`config.mk`:
```
export PLATFORM = sky130hd
export DESIGN_NAME = vce_cram_loader
export DESIGN_NICKNAME = d
export VERILOG_FILES = /design/src/rtl/vce_cram_loader.sv
export SDC_FILE = /design/constraint.sdc
export NUM_CORES = 1
export LEC_CHECK = 0
export ABC_CLOCK_PERIOD_IN_PS = 4800
export CORE_ASPECT_RATIO = 0.75
export CORE_MARGIN = 10
export CORE_UTILIZATION = 49
export DETAILED_ROUTE_END_ITERATION = 10
export PLACE_DENSITY = 0.88
export SETUP_SLACK_MARGIN = 0.15
export SYNTH_ARGS = -nofsm -noshare
export SYNTH_HDL_FRONTEND = slang
export SYNTH_SLANG_ARGS = --single-unit
```
`constraint.sdc`:
```
create_clock -name clock -period 4.8 [get_ports clock]
set_input_delay 0.48 -clock clock [delete_from_list [all_inputs] [get_ports clock]]
set_output_delay 0.48 -clock clock [all_outputs]
set_load 0.02 [all_outputs]
```
`src/rtl/vce_cram_loader.sv`:
```
`default_nettype none
// ============================================================================
// Module      : vce_cram_loader
// Description : Alternate bus master for the HuC6260 VCE MMIO port. Optionally
//               writes the control register, sets the color table address,
//               then streams 9-bit colors into (load) or out of (dump) CRAM.
//               Every bus access holds its strobe low LOW_CYC clocks and high
//               HIGH_CYC clocks so the VCE's clk7-rate edge detector sees it.
// Revision    : 1.0 - initial release
// ============================================================================
module vce_cram_loader #(
  parameter int LOW_CYC  = 3,
  parameter int HIGH_CYC = 3
) (
  input  logic       clock,
  input  logic       reset_N,
  input  logic       start,
  input  logic       op,
  input  logic       set_cr,
  input  logic [7:0] cr_val,
  input  logic [8:0] base,
  input  logic [8:0] count,
  input  logic [8:0] in_data,
  input  logic       in_valid,
  output logic       in_ready,
  output logic [8:0] out_data,
  output logic       out_valid,
  input  logic       out_ready,
  output logic       busy,
  output logic       done,
  output logic [2:0] A,
  output logic [7:0] D_out,
  output logic       D_oe,
  input  logic [7:0] D_in,
  output logic       RD_n,
  output logic       WR_n,
  output logic       CS_n
);

  localparam int PERIOD = LOW_CYC + HIGH_CYC;
  localparam int PH_W   = (PERIOD > 1) ? $clog2(PERIOD) : 1;

  // Last phase of a bus state, the phase whose closing edge samples D_in,
  // and the first phase with the strobes released.
  localparam logic [PH_W-1:0] PH_LAST = PH_W'(PERIOD - 1);
  localparam logic [PH_W-1:0] PH_CAP  = PH_W'(LOW_CYC - 1);
  localparam logic [PH_W-1:0] PH_HIGH = PH_W'(LOW_CYC);

  localparam logic [3:0] S_IDLE   = 4'd0;
  localparam logic [3:0] S_CR_WR  = 4'd1;
  localparam logic [3:0] S_CTA_LO = 4'd2;
  localparam logic [3:0] S_CTA_HI = 4'd3;
  localparam logic [3:0] S_FETCH  = 4'd4;
  localparam logic [3:0] S_WR_LO  = 4'd5;
  localparam logic [3:0] S_WR_HI  = 4'd6;
  localparam logic [3:0] S_RD_LO  = 4'd7;
  localparam logic [3:0] S_RD_HI  = 4'd8;
  localparam logic [3:0] S_PUSH   = 4'd9;
  localparam logic [3:0] S_DONE   = 4'd10;

  logic [3:0]      state_q, state_d;
  logic [PH_W-1:0] phase_q, phase_d;
  logic            op_q, op_d;
  logic [7:0]      cr_q, cr_d;
  logic [8:0]      base_q, base_d;
  logic [8:0]      rem_q, rem_d;
  logic [8:0]      data_q, data_d;

  logic            w_bus_end;
  logic            w_is_bus;
  logic            w_wr_act;
  logic            w_rd_act;
  logic            w_strobe_lo;

  // State and datapath registers; reset forces IDLE so strobes rise at once.
  always_ff @(posedge clock or negedge reset_N) begin
    if (!reset_N) begin
      state_q <= S_IDLE;
      phase_q <= '0;
      op_q    <= 1'b0;
      cr_q    <= 8'd0;
      base_q  <= 9'd0;
      rem_q   <= 9'd0;
      data_q  <= 9'd0;
    end else begin
      state_q <= state_d;
      phase_q <= phase_d;
      op_q    <= op_d;
      cr_q    <= cr_d;
      base_q  <= base_d;
      rem_q   <= rem_d;
      data_q  <= data_d;
    end
  end

  // Next-state, phase counter, command latch and read-data capture.
  always_comb begin
    state_d   = state_q;
    op_d      = op_q;
    cr_d      = cr_q;
    base_d    = base_q;
    rem_d     = rem_q;
    data_d    = data_q;
    w_bus_end = (phase_q == PH_LAST);
    w_is_bus  = 1'b0;
    case (state_q)
      S_IDLE: begin
        if (start) begin
          op_d    = op;
          cr_d    = cr_val;
          base_d  = base;
          rem_d   = count;
          state_d = set_cr ? S_CR_WR : S_CTA_LO;
        end
      end
      S_CR_WR: begin
        w_is_bus = 1'b1;
        if (w_bus_end) state_d = S_CTA_LO;
      end
      S_CTA_LO: begin
        w_is_bus = 1'b1;
        if (w_bus_end) state_d = S_CTA_HI;
      end
      S_CTA_HI: begin
        w_is_bus = 1'b1;
        if (w_bus_end) state_d = op_q ? S_RD_LO : S_FETCH;
      end
      S_FETCH: begin
        if (in_valid) begin
          data_d  = in_data;
          state_d = S_WR_LO;
        end
      end
      S_WR_LO: begin
        w_is_bus = 1'b1;
        if (w_bus_end) state_d = S_WR_HI;
      end
      S_RD_LO: begin
        w_is_bus = 1'b1;
        if (phase_q == PH_CAP) data_d[7:0] = D_in;
        if (w_bus_end) state_d = S_RD_HI;
      end
      S_RD_HI: begin
        w_is_bus = 1'b1;
        if (phase_q == PH_CAP) data_d[8] = D_in[0];
        if (w_bus_end) state_d = S_PUSH;
      end
      S_WR_HI, S_PUSH: begin
        w_is_bus = (state_q == S_WR_HI);
        // Entry finished: the VCE has already advanced CTA on the high access.
        if ((state_q == S_WR_HI) ? w_bus_end : out_ready) begin
          if (rem_q == 9'd0) begin
            state_d = S_DONE;
          end else begin
            rem_d   = rem_q - 9'd1;
            state_d = op_q ? S_RD_LO : S_FETCH;
          end
        end
      end
      S_DONE:  state_d = S_IDLE;
      default: state_d = S_IDLE;
    endcase
    phase_d = (w_is_bus && !w_bus_end) ? phase_q + PH_W'(1) : '0;
  end

  // Bus and handshake outputs decoded from the current state and phase.
  always_comb begin
    A           = 3'd0;
    D_out       = 8'd0;
    D_oe        = 1'b0;
    w_wr_act    = 1'b0;
    w_rd_act    = 1'b0;
    in_ready    = 1'b0;
    out_valid   = 1'b0;
    busy        = 1'b1;
    done        = 1'b0;
    w_strobe_lo = (phase_q < PH_HIGH);
    case (state_q)
      S_IDLE:   busy = 1'b0;
      S_CR_WR:  begin A = 3'd0; D_out = cr_q;                w_wr_act = 1'b1; end
      S_CTA_LO: begin A = 3'd2; D_out = base_q[7:0];         w_wr_act = 1'b1; end
      S_CTA_HI: begin A = 3'd3; D_out = {7'd0, base_q[8]};   w_wr_act = 1'b1; end
      S_FETCH:  in_ready = 1'b1;
      S_WR_LO:  begin A = 3'd4; D_out = data_q[7:0];         w_wr_act = 1'b1; end
      S_WR_HI:  begin A = 3'd5; D_out = {7'd0, data_q[8]};   w_wr_act = 1'b1; end
      S_RD_LO:  begin A = 3'd4; w_rd_act = 1'b1; end
      S_RD_HI:  begin A = 3'd5; w_rd_act = 1'b1; end
      S_PUSH:   out_valid = 1'b1;
      S_DONE:   begin busy = 1'b0; done = 1'b1; end
      default:  busy = 1'b0;
    endcase
    D_oe = w_wr_act;
    CS_n = ~((w_wr_act | w_rd_act) & w_strobe_lo);
    WR_n = ~(w_wr_act & w_strobe_lo);
    RD_n = ~(w_rd_act & w_strobe_lo);
  end

  assign out_data = data_q;

endmodule
`default_nettype wire

```
==> summary.md <==
| Metric | Value |
|---|---|
| CTS max path bufs | 2 |
| Antenna diodes | 0 |
| Synth top area cells | dfrtp_1 (42%), nand2_1 (5.1%), mux2_1 (4.4%) |
| Pwr Density | 684.0 mW/mm^2 |
| Chip width | 103.5 um |
| Syn Std Cell Area | 0.002562 mm^2 |
| Vias in the first global route | 2146 |
| Worst path max stage delay | 0.79 ns |
| CTS tree | done |
| Worst vdd ir | 0.4194 mV |
| Clk sinks | 43 |
| TritonRoute pass-1 iters | 4 |
| Fin crit period | 3.202 ns |
| Worst path cell trace | nand2_1 -> nor2_1 -> a22oi_1 -> nand2_1 -> clkdlybuf4s50_1 |
| Placed Area | 0.003321 mm^2 |
| R2r setup slk | 2.30 ns |
| Final core occ | 69.31% |
| Hold WS | 0.3376 ns |
| Final net count | 389 |
| Worst Path Required | 4.32 ns |
| Top_reg_cell synth | dfrtp_1 |
| P_leak | 1.430 nW |
| Synth top area share | 41.99% |
| Port Buffers | 77 |
| Crit path DAT | 2.72 ns |
| DIE AREA | 0.008552 mm^2 |
| GP Congestion | 0.8705 |
| Worst-Skew Late Latency | 0.29 ns |
| Startpoint types | flip-flop |
| CTS clk-pin slew, worst paths | 0.08 ns |
| Syn Inst Count | 265 |
| Hold Buf Count CTS | 0 |
| Ys Warns | 0 |
| Synth area leader | dfrtp_1 |
| Cell row count | 22 |
| DRT Wirelength | 7.112 mm |
| Drt drc | 0 |
| Post-DR wirelength/cell | 17.43 um |
| Post-synth EDFFs | 0 |
| TNS Setup | 0 ns |
| Fmax | 0.3123 GHz |
| Post-cts repair resize count | 0 |
| Total global-route track usage | 15.79% |
| Sequential share of the synthesized area | 41.99% |
| Clock Tree Root | clkbuf_8 |
| Largest net degree at the start of global routing | 44 |
| Design Area, Final | 0.003453 mm^2 |
| Total I/O pin count | 78 |
| Worst-margin pin slew | 0.9473 ns |
| Hold Path Class | input pin to asynchronous set/reset pin |
| Final worst-path cycle share | 66.70% |
| DR iter-0 viols | 192 |
| Final Setup Violations | 0 |
| Status | finished clean |
| Core area | 0.004982 mm^2 |
| Post-Syn Area per Cell | 9.670 um^2 |
| Max-cap check violation count | 0 |
| CTS H-tree depth | 2 |
| First-pass GRT wire length | 11.12 mm |
| Setup Buffers After CTS | 0 |
| Die H | 82.63 um |
| Fin. Hold Viols | 0 |
| Setup crit end kind | output port |
| Asr flop ratio synth | 100.0% |
| Max-slew violation count | 0 |
| Routed vias/inst | 5.623 |
| Setup Skew | 0.01000 ns |
| Initial Utilization | 51.43% |
| Via count | 2294 |
| Max FO, Critical Path | 23 |
| Synth unique cells | 58 |
| Fraction of layout cells with a size suffix above 1 | 8.929% |
| Total gr overflow | 0 |
| Antenna Nets Post-Route | 0 |
| CP most frequent cell | nand2_1 |
| Slowest cell on the critical path | dfrtp_1 |
| TritonCTS buffer count | 5 |
| Slew HR | 36.84% |
| Detail Placement HPWL | 5.584 mm |
| RSZ-0062 raised after global routing | no |
| Syn nets | 319 |
| Setup CP Type | flip-flop to output port |
| Initial antenna violation count | 0 |
| FF+latch count, synth | 43 |
| Area grow syn2layout | 34.77% |
[flip-flops by register name, indices dropped and copies added, names as in the netlist]
signal / count
rem_q: 9
out_data: 9
phase_q: 3
state_q: 4
cr_q: 8
base_q: 9
op_q: 1
[final cells by class]
| cell class | instances | area [um^2] |
|---|---|---|
| flip-flops and latches | 43 | 1076 |
| clock inverters | 2 | 60.06 |
| well taps | 72 | 90.09 |
| fillers | 378 | 1529 |
| multi-input cells | 200 | 1359 |
| inverters | 8 | 30.03 |
| repair buffers | 77 | 765.7 |
| clock buffers | 6 | 72.57 |
[synth_stat cells, drive strengths merged, types with 2 or more instances]
cell	n
dfrtp	43
nand2	35
nor2	26
o21ai	26
mux2	19
buf	14
a21oi	11
a22oi	10
mux2i	9
inv	8
nor3	7
and3	4
ha	4
a211oi	3
nand2b	3
nor2b	3
nor4b	3
o211ai	3
and4bb	2
nand3	2
nor3b	2
nor4	2
o2bb2ai	2
o31ai	2
xnor2	2
[path summary, 6_finish.rpt]
| kind | startpoint | depth (start not counted) | end |
|---|---|---|---|
| hold / removal | reset_N | 1 | out_data[4]$_DFFE_PN0P_ |
| max in group asynchronous | reset_N | 1 | cr_q[0]$_DFFE_PN0P_ |
| min in group clock | cr_q[7]$_DFFE_PN0P_ | 1 | cr_q[7]$_DFFE_PN0P_ |
| setup / recovery | state_q[2]$_DFFE_PN0P_ | 5 | D_out[3] |
| hold reg to reg | cr_q[7]$_DFFE_PN0P_ | 1 | cr_q[7]$_DFFE_PN0P_ |
| setup reg to reg | state_q[2]$_DFFE_PN0P_ | 5 | state_q[2]$_DFFE_PN0P_ |
[logic make-up after synthesis]
kind of cell | share of synthesized area (%)
compound gates | 18.41
xor+xnor | 0.6837
fa+ha+maj | 1.953
buf+inv | 4.980
flops | 41.99
mux | 11.87
simple gates | 20.12
[per-stage QoR]
| step | power (mW) | cells | setup slack, ns |
|---|---|---|---|
| floorplan | 1.602 | 265 | 2.399 |
| finish | 2.362 | 408 | 1.598 |
| CTS | 2.365 | 408 | 1.641 |
| global placement | 1.981 | 400 | 2.043 |
| global route | 2.524 | 408 | 1.391 |
| detailed placement | 2.028 | 400 | 1.979 |
[layout by cell type, fill, tap and decap left out, drive strengths merged, types with 3 or more instances in the layout]
cell	n
a21oi	11
nor2	26
nor3	7
nor2b	3
clkdlybuf4s50	76
inv	8
nor4b	3
and3	4
mux2i	9
a211oi	3
nand2b	3
ha	4
o211ai	3
clkbuf	6
o21ai	26
a22oi	10
mux2	19
nand2	35
dfrtp	43
[critical path: cells and delay by family (launching register included)]
family,cells,cell delay [ns]
and+or+nand+nor,3,0.86
buffers and inverters,1,0.61
DFF,1,0.79
AOI/OAI and AO/OA,1,0.17
[layer usage]
layer | routed length (um) | global-route usage (%) | part of all wire, %
met4 | 63 | 4.213 | 0.89
met1 | 3326 | 21.62 | 47
met5 | 0 | 0 | 0
met3 | 334 | 3.171 | 4.7
met2 | 3388 | 25.13 | 48
[power breakdown]
part	leakage (nW)	switching, mW	internal (mW)
Clock	0.0654	0.120	0.208
Sequential	0.526	0.235	0.539
Combinational	0.839	0.670	0.590
Note: power is estimated with default switching activity, not from simulation.
